$ cat config.mk
export PLATFORM = sky130hd
export DESIGN_NAME = ifid_fetch_ctrl
export DESIGN_NICKNAME = d
export VERILOG_FILES = /design/src/rtl/ifid_pkg.sv /design/src/rtl/ifid_imm_sel_dec.sv /design/src/rtl/ifid_fetch_ctrl.sv
export SDC_FILE = /design/constraint.sdc
export NUM_CORES = 1
export LEC_CHECK = 0
export ABC_AREA = 1
export BUFFER_PORTS_ARGS = -buffer_cell sky130_fd_sc_hd__buf_4
export CAP_MARGIN = 15
export CORE_MARGIN = 2
export CORE_UTILIZATION = 30
export DETAILED_ROUTE_END_ITERATION = 8
export GPL_TIMING_DRIVEN = 0
export HOLD_SLACK_MARGIN = 0.12
export MAX_ROUTING_LAYER = met4
export SKIP_CTS_REPAIR_TIMING = 1
export SYNTH_ARGS = -nofsm -noshare
export SYNTH_HDL_FRONTEND = slang
export SYNTH_SLANG_ARGS = --single-unit
$ cat constraint.sdc
create_clock -name clk -period 2.1 [get_ports clk]
set_input_delay 0.63 -clock clk [delete_from_list [all_inputs] [get_ports clk]]
set_output_delay 0.63 -clock clk [all_outputs]
set_load 0.01 [all_outputs]
$ cat src/rtl/ifid_pkg.sv
// Shared constants and types for the IF/ID fetch controller: opcodes,
// immediate-select codes, FSM states and the IF/ID register payload.
package ifid_pkg;

    localparam int unsigned XLEN      = 32;
    localparam int unsigned OPC_W     = 7;
    localparam int unsigned IMM_SEL_W = 3;
    localparam int unsigned REG_W     = 5;

    localparam logic [OPC_W-1:0] OPC_LOAD   = 7'b0000011;
    localparam logic [OPC_W-1:0] OPC_OPIMM  = 7'b0010011;
    localparam logic [OPC_W-1:0] OPC_JALR   = 7'b1100111;
    localparam logic [OPC_W-1:0] OPC_STORE  = 7'b0100011;
    localparam logic [OPC_W-1:0] OPC_BRANCH = 7'b1100011;
    localparam logic [OPC_W-1:0] OPC_JAL    = 7'b1101111;
    localparam logic [OPC_W-1:0] OPC_LUI    = 7'b0110111;
    localparam logic [OPC_W-1:0] OPC_AUIPC  = 7'b0010111;
    localparam logic [OPC_W-1:0] OPC_OP     = 7'b0110011;

    localparam logic [IMM_SEL_W-1:0] IMM_SEL_U = 3'b000;
    localparam logic [IMM_SEL_W-1:0] IMM_SEL_I = 3'b001;
    localparam logic [IMM_SEL_W-1:0] IMM_SEL_S = 3'b010;
    localparam logic [IMM_SEL_W-1:0] IMM_SEL_B = 3'b011;
    localparam logic [IMM_SEL_W-1:0] IMM_SEL_J = 3'b100;

    typedef enum logic [1:0] {
        RUN   = 2'd0,
        HAZ   = 2'd1,
        IWAIT = 2'd2
    } state_t;

    typedef struct packed {
        logic [XLEN-1:0]      inst;
        logic [XLEN-1:0]      pc;
        logic                 valid;
        logic [IMM_SEL_W-1:0] imm_sel;
    } ifid_t;

endpackage

$ cat src/rtl/ifid_imm_sel_dec.sv
// Opcode decode: immediate-select code and which source registers are read.
module ifid_imm_sel_dec
    import ifid_pkg::*;
(
    input  logic [OPC_W-1:0]     opcode,
    output logic [IMM_SEL_W-1:0] imm_sel,
    output logic                 uses_rs1,
    output logic                 uses_rs2
);

    always_comb begin
        imm_sel  = IMM_SEL_U;
        uses_rs1 = 1'b1;
        uses_rs2 = 1'b0;
        case (opcode)
            OPC_LOAD, OPC_OPIMM, OPC_JALR: imm_sel = IMM_SEL_I;
            OPC_STORE: begin
                imm_sel  = IMM_SEL_S;
                uses_rs2 = 1'b1;
            end
            OPC_BRANCH: begin
                imm_sel  = IMM_SEL_B;
                uses_rs2 = 1'b1;
            end
            OPC_JAL: begin
                imm_sel  = IMM_SEL_J;
                uses_rs1 = 1'b0;
            end
            OPC_LUI, OPC_AUIPC: uses_rs1 = 1'b0;
            OPC_OP:             uses_rs2 = 1'b1;
            default: ;
        endcase
    end

endmodule

$ cat src/rtl/ifid_fetch_ctrl.sv
// Fetch / IF-ID sequencing: PC, imem fetch, IF/ID register, load-use stall,
// EX redirect and imem wait. Define IFID_EARLY_JAL_EN to redirect jal from ID.
module ifid_fetch_ctrl
    import ifid_pkg::*;
#(
    parameter logic [XLEN-1:0] RESET_PC = 32'h0000_0000,
    parameter logic [XLEN-1:0] NOP_INST = 32'h0000_0013
) (
    input  logic                 clk,
    input  logic                 rst,
    output logic [XLEN-1:0]      imem_addr,
    input  logic [XLEN-1:0]      imem_rdata,
    input  logic                 imem_valid,
    input  logic                 ex_redirect,
    input  logic [XLEN-1:0]      ex_target,
    input  logic                 ex_mem_read,
    input  logic [REG_W-1:0]     ex_rd,
    input  logic [XLEN-1:0]      imm_in,
    output logic [XLEN-1:0]      id_inst,
    output logic [XLEN-1:0]      id_pc,
    output logic                 id_valid,
    output logic [IMM_SEL_W-1:0] imm_sel,
    output logic                 hazard_bubble
);

    localparam ifid_t BUBBLE = '{inst: NOP_INST, pc: '0, valid: 1'b0, imm_sel: IMM_SEL_I};

    logic [XLEN-1:0]      pc;
    ifid_t                ifid_q;
    state_t               state;
    logic [IMM_SEL_W-1:0] fetch_sel;
    logic                 fetch_rs1_unused;
    logic                 fetch_rs2_unused;
    logic [IMM_SEL_W-1:0] id_sel_unused;
    logic                 id_uses_rs1;
    logic                 id_uses_rs2;
    logic                 haz;

    // Decode the word arriving from imem so imm_sel lines up with id_inst
    ifid_imm_sel_dec u_fetch_dec (
        .opcode   (imem_rdata[OPC_W-1:0]),
        .imm_sel  (fetch_sel),
        .uses_rs1 (fetch_rs1_unused),
        .uses_rs2 (fetch_rs2_unused)
    );

    // Decode the held instruction for load-use operand checks
    ifid_imm_sel_dec u_id_dec (
        .opcode   (ifid_q.inst[OPC_W-1:0]),
        .imm_sel  (id_sel_unused),
        .uses_rs1 (id_uses_rs1),
        .uses_rs2 (id_uses_rs2)
    );

    always_comb begin
        haz = ifid_q.valid & ex_mem_read & (ex_rd != REG_W'(0)) &
              ((id_uses_rs1 & (ex_rd == ifid_q.inst[19:15])) |
               (id_uses_rs2 & (ex_rd == ifid_q.inst[24:20])));
    end

    assign hazard_bubble = haz & ~ex_redirect;

`ifdef IFID_EARLY_JAL_EN
    logic early_jal;
    assign early_jal = ifid_q.valid & (ifid_q.inst[OPC_W-1:0] == OPC_JAL);

    logic unused_sig;
    assign unused_sig = ^{ex_target[1:0], fetch_rs1_unused, fetch_rs2_unused,
                          id_sel_unused, state};
`else
    logic unused_sig;
    assign unused_sig = ^{imm_in, ex_target[1:0], fetch_rs1_unused, fetch_rs2_unused,
                          id_sel_unused, state};
`endif

    // Priority: reset, EX redirect, load-use hold, early jal, imem wait, advance
    always_ff @(posedge clk) begin
        if (rst) begin
            pc     <= RESET_PC;
            ifid_q <= BUBBLE;
            state  <= RUN;
        end else if (ex_redirect) begin
            pc     <= {ex_target[XLEN-1:2], 2'b00};
            ifid_q <= BUBBLE;
            state  <= RUN;
        end else if (haz) begin
            state  <= HAZ;
`ifdef IFID_EARLY_JAL_EN
        end else if (early_jal) begin
            pc     <= ifid_q.pc + imm_in;
            ifid_q <= BUBBLE;
            state  <= RUN;
`endif
        end else if (!imem_valid) begin
            ifid_q <= BUBBLE;
            state  <= IWAIT;
        end else begin
            ifid_q <= '{inst: imem_rdata, pc: pc, valid: 1'b1, imm_sel: fetch_sel};
            pc     <= pc + XLEN'(4);
            state  <= RUN;
        end
    end

    assign imem_addr = pc;
    assign id_inst   = ifid_q.inst;
    assign id_pc     = ifid_q.pc;
    assign id_valid  = ifid_q.valid;
    assign imm_sel   = ifid_q.imm_sel;

endmodule
# Word-level counts from Yosys, hierarchy flattened
# Index checks and enable logic that the tools add are counted.
[totals] out_inout_bits=101 rom_bits=0 latchBits=0 mem_bits_rw=0 wordCells=46 ff_bits=100 n_memories=0
[classes] n_div=0 mul=0 n_reduce_logical=8 n_eq_ne=15 bitwise_logic=9 shift=0 add_sub_neg=1 n_lt_le_gt_ge=0 muxes=7
[ops] cell="32-bit 2-to-1 mux" count=3
[ops] cell="68-bit 2-to-1 mux" count=1
[ops] cell="7-bit equality test, second input constant" count=5
[ops] cell="32-bit by 3-bit adder with 32-bit output, second input constant" count=1
[ops] cell="7-bit by 6-bit equality test with 1-bit output, second input constant" count=4
[ops] cell="7-bit by 5-bit equality test with 1-bit output, second input constant" count=2
[ops] cell="3-bit case mux with 4 select lines" count=1
[ops] cell="5-bit equality test" count=2
[ops] cell="3-bit OR reduction" count=3
[ops] cell="7-bit by 2-bit equality test with 1-bit output, second input constant" count=1
[ops] cell="1-bit bitwise AND" count=6
[ops] cell="5-bit nonzero test" count=1
[ops] cell="2-bit AND reduction" count=2
[ops] cell="1-bit 2-to-1 mux" count=2
[ops] cell="2-bit != test, second input constant" count=1
[ops] cell="1-bit NOT" count=2
[ops] cell="2-bit nonzero test" count=1
[ops] cell="2-bit OR reduction" count=1
[ops] cell="1-bit OR" count=1

# Longest topological paths before layout
[depth] word_depth=8 depth_mapped=13 ltp_nobuf=12

# Modules after synthesis
# Synthesis repeated with hierarchy kept, for this count alone.
[hier_totals] hier_cells=824 hier_area_um2=5167.5
[modules_own_cells] mod="ifid_fetch_ctrl" cells_each=774 seq_area_each_um2=1921.8 n_inst=1 area_per_inst_um2=4917.2
[modules_own_cells] mod="ifid_imm_sel_dec" cells_each=25 seq_area_each_um2=0.0 n_inst=2 area_per_inst_um2=125.1

# Worst setup path after synthesis
# Ideal clock, no wire load.
[synth_path] kind="input to output" start="input port ex_rd[0]" end="output port hazard_bubble" stages=11 arrival_ns=1.427 slack_ns=0.043 cell_sequence="inv_2 -> nand2_1 -> nand2_1 -> inv_1 -> nand2_1 -> nor2_1 -> nand2_1 -> nand2_2 -> nand3_4 -> buf_2 -> inv_1"
[synth_via] elab_chain_cells=5
[synth_lines] element="start, declared" line="ifid_fetch_ctrl.sv:17" source="input logic [REG_W-1:0] ex_rd,"
[synth_lines] element="5-bit equality test, on equally long branches" line="ifid_fetch_ctrl.sv:57, ifid_fetch_ctrl.sv:58"
[synth_lines] element="1-bit bitwise AND, on equally long branches" line="ifid_fetch_ctrl.sv:57, ifid_fetch_ctrl.sv:58"
[synth_lines] element="1-bit OR" line="ifid_fetch_ctrl.sv:57" source="((id_uses_rs1 & (ex_rd == ifid_q.inst[19:15])) |"
[synth_lines] element="1-bit bitwise AND *" line="ifid_fetch_ctrl.sv:56" source="haz = ifid_q.valid & ex_mem_read & (ex_rd != REG_W'(0)) &"
[synth_lines] element="1-bit bitwise AND *" line="ifid_fetch_ctrl.sv:61" source="assign hazard_bubble = haz & ~ex_redirect;"
[synth_lines] element="end, declared" line="ifid_fetch_ctrl.sv:23" source="output logic hazard_bubble"
# Mark *: on every way between the ends. The rest lies on a longest branch, timed or not.

# Worst setup path in the final report
[layout_path] start="input port ex_rd[2]" end="output port hazard_bubble"
# Same word-level chain as after synthesis.

==> run summary <==
Measured in cells, the most critical reg-to-reg path has a length of 9. After clock tree synthesis, the clock-pin slew on the worst setup and hold paths is 0.06 ns. The path with the worst hold slack has its endpoint at id_inst[31]. The max-slew violation count came out at 0. The final reports fail on negative setup slack. Routability-driven placement finished with a final weighted congestion of approximately 0.93. The relative slew slack came out at between 60% and 70%. STA classifies the critical path startpoint as a primary input. The highest net fanout along the worst path came out at 7. The worst setup path category is in2out.

Among all flip-flop cells after synthesis, the most frequent one is dfxtp_1. The maximum level of the CTS H-tree came out at 3. The async set-or-reset flop fraction in the synthesized netlist came out at 0%.

The transition time of the tightest slew-check pin came out at 0.5843 ns. The overall die area came out at 0.01782 sq mm. The aggregate global routing overflow is 0. In this run the worst hold path is classified as reg2reg. The net count reported at finish came out at 1,072. The distinct cell type count of the synthesized netlist is 29. The switching component of the power came out at 1101 uW. The required arrival time at the worst endpoint came out at 1.47 ns. The number of buffers created by CTS is 9. After the first detailed-routing iteration, the DRC count stood at 356. The hold violation count in the final report is 0. The leakage power is 0.003005 uW.

The per-cell via count in the routed design came out at 4.753. Clock latency on the worst-skew pair, taken at its later pin, is 0.36 ns. The top-level port count came out at 207. The first global-routing pass estimated ~28,000 microns of wire. The detailed router placed 5,651 vias in this run. In the synthesized netlist, the number of instances is 780.

The y dimension of the die is 133.5 microns. The multi-input logic area is 0.002709 sq mm. The number of synthesized register bits came out at 96. The total wire length after detailed routing came out at 17,960 microns.

In the layout the commonest cells are nand2_1, buf_4, nand3_1. The flow ran to the end, but the final reports show violations. Summing all flip-flop and latch instances after layout gives 0.001937 sq mm. The end of the worst register-to-register path is imem_addr[16].

After detailed routing, the average wire length per cell comes to 15.10 microns. The length of the first detailed-routing pass in iterations came out at 5. The final period utilization came out at 104.7%. The worst register-to-register path begins at imem_addr[2]. Internal power comes to about 3100 uW. The share of total power dissipated in the clock network is 39.4%. The final instance count without filler cells is 1,189. Including well taps, the total number of placed cells is 1,170. The worst-case register-to-register setup slack is 0.23 ns. The number of antenna violations at the first check in global routing is 0. The minimum clock period after layout is 2.199 ns. The clock drives 96 sinks.

The number of buffers on the longest clock path came out at 2. The number of warnings issued by yosys is 0. The area overhead of the layout relative to synthesis is 38.03%.

The pin count of the biggest net entering global routing came out at 15. The instance count along the most critical hold path came out at 2. The HPWL after detailed placement came out at ~14,000 microns. The net switching fraction of the power came out at between 20% and 30%.

After detailed routing, the number of remaining DRC violations is 0. Fill cells in the final layout number between 1,500 and 2,000. The total power density per cell area is approximately 610 mW/mm^2. Setup slack on the critical path of the routed design comes to -0.09918 ns.

The area of the core came out at roughly 0.016 sq mm. The worst setup path is captured at an output pin. TritonCTS built the clock tree. Leaving out fill and tap cells, the most frequent cell in the layout is nand2_1. The worst-case clock skew came out at ~0.009 ns. The number of routed nets with antenna violations is 0. Of the cells placed in the final design, the portion with a size suffix greater than 1 is 24.56%.

The standard-cell row count is 47. The overall die width came out at 133.5 microns. The number of I/O port buffers is 167. The mapped netlist covers between 0.005 and 0.006 sq mm. Setup violations remaining at the end of the flow were counted as 1. IR analysis of the VDD net gives a maximum drop of between 0.3 and 0.4 mV. The proportion of synthesized chip area in sequential cells came out at 38.21%.

The starting utilization of the core area is 30.55%. The total routing usage reported by global routing is 20.35%. The tree is rooted in a clkbuf_16. The number of max-cap violations came out at 0. Timing analysis after detailed placement gives a worst setup slack of -0.4231 ns. 0 antenna diodes ended up in the layout. The number of global-route vias before repair came to 5,237. The combinational cell fraction of total power is 13.6%.

Setup repair after global routing could not meet its margin everywhere. The startpoint identified for the worst hold timing path is id_inst[31]. The critical path arrival is 1.57 ns. Derived from the worst setup path, the maximum achievable clock frequency is 454.7 MHz. The share of total power dissipated in sequential elements is 46.9%. The average size of a mapped cell came out at 6.448 sq um. Yosys mapped a number of flops with a built-in enable equal to 0.
[power groups by stage]
stage                     Combinational (uW)  Sequential [uW]  Clock, uW
after detailed placement                 567             2010          0
after floorplan                          261             2010          0
after global placement                   563             2010          0
final                                    573             1970       1660
after CTS                                569             1970       1700
after global routing                     635             1980       1780
[synthesized netlist by cell type (4+ instances only)]
master    instances  share of area (%)
nand2_1         273                 20
nand3_1         106                 11
a21oi_1          96                9.6
dfxtp_1          96                 38
nor2_1           59                4.4
inv_1            37                2.8
clkbuf_1         16                1.2
buf_4            13                1.9
o21ai_0          13                1.3
buf_2            11                1.1
nand3b_1         10                1.5
nand4_1           7               0.87
xnor2_1           7                1.2
buf_1             4               0.30
buf_6             4               0.90
inv_2             4               0.30
o21ai_1           4               0.40
xor2_1            4               0.70
[worst max-delay path by stage]
| stage | start | cells after the start | slack [ns] | to |
|---|---|---|---|---|
| after CTS | id_inst[4] | 12 | -0.43 | hazard_bubble |
| final | ex_rd[2] | 8 | -0.1 | hazard_bubble |
| after global placement | ex_rd[3] | 10 | -0.41 | hazard_bubble |
| after detailed placement | ex_rd[3] | 10 | -0.42 | hazard_bubble |
| after floorplan | ex_rd[0] | 11 | 0.04 | hazard_bubble |
| after global routing | id_inst[4] | 11 | -0.19 | hazard_bubble |
[routing by layer]
metal	track usage [%]	up-vias	share of wire, %	wire length (microns)
li1	-	2902	-	-
met1	25.92	2540	45	8086
met2	32.96	192	47	8492
met3	3.805	17	6.1	1092
met4	6.028	0	1.6	287
met5	-	-	0	0
[cell type report]
cell class                      instances  area share, %
Sequential cell                        96          27.90
Inverter                               42          2.289
Buffer                                 47          3.857
Tap cell                              220          3.965
Multi-Input combinational cell        597          39.02
Timing Repair Buffer                  172          18.83
Clock inverter                          4         0.6488
Clock buffer                           11          3.496
[kinds of logic (layout without fill, tap and decap cells)]
kind of cell,after synthesis,count (layout),share of synthesized area [%]
other,1,4,0.07456
AO/OA/AOI/OAI,115,115,11.54
buffers and inverters,90,276,8.582
adder cells (fa/ha/maj),1,1,0.2487
flip-flops,96,96,38.21
AND/OR/NAND/NOR,466,466,39.43
XOR/XNOR,11,11,1.915
[per-stage QoR]
stage / utilization [%] / hold slack [ns] / cell area (sq um) / power (uW) / setup TNS (ns)
6_report: 42.17 / 0.4651 / 6943 / 4204 / -0.09918
5_1_grt: 42.17 / 0.4841 / 6943 / 4399 / -0.1898
4_1_cts: 41.65 / 0.4676 / 6858 / 4244 / -0.4347
3_5_place_dp: 39.90 / 0.4569 / 6570 / 2580 / -0.4231
3_3_place_gp: 39.90 / 0.4517 / 6570 / 2576 / -0.4077
2_1_floorplan: - / 0.4830 / 5041 / 2270 / 0
[worst max-delay path, cell delays in order]
cell and delay, ns:
buf_4 0.13, nor3_1 0.19, nand3_1 0.09, nand3_1 0.10, inv_1 0.11, nand3_4 0.15, inv_2 0.05, buf_6 0.11
[sequential cells by signal, summed over array words and instances, names as in the netlist]
name and cells:
id_inst 32, id_valid 1, imem_addr 30, id_pc 30, imm_sel 3
Note: power is estimated with default switching activity, not from simulation.
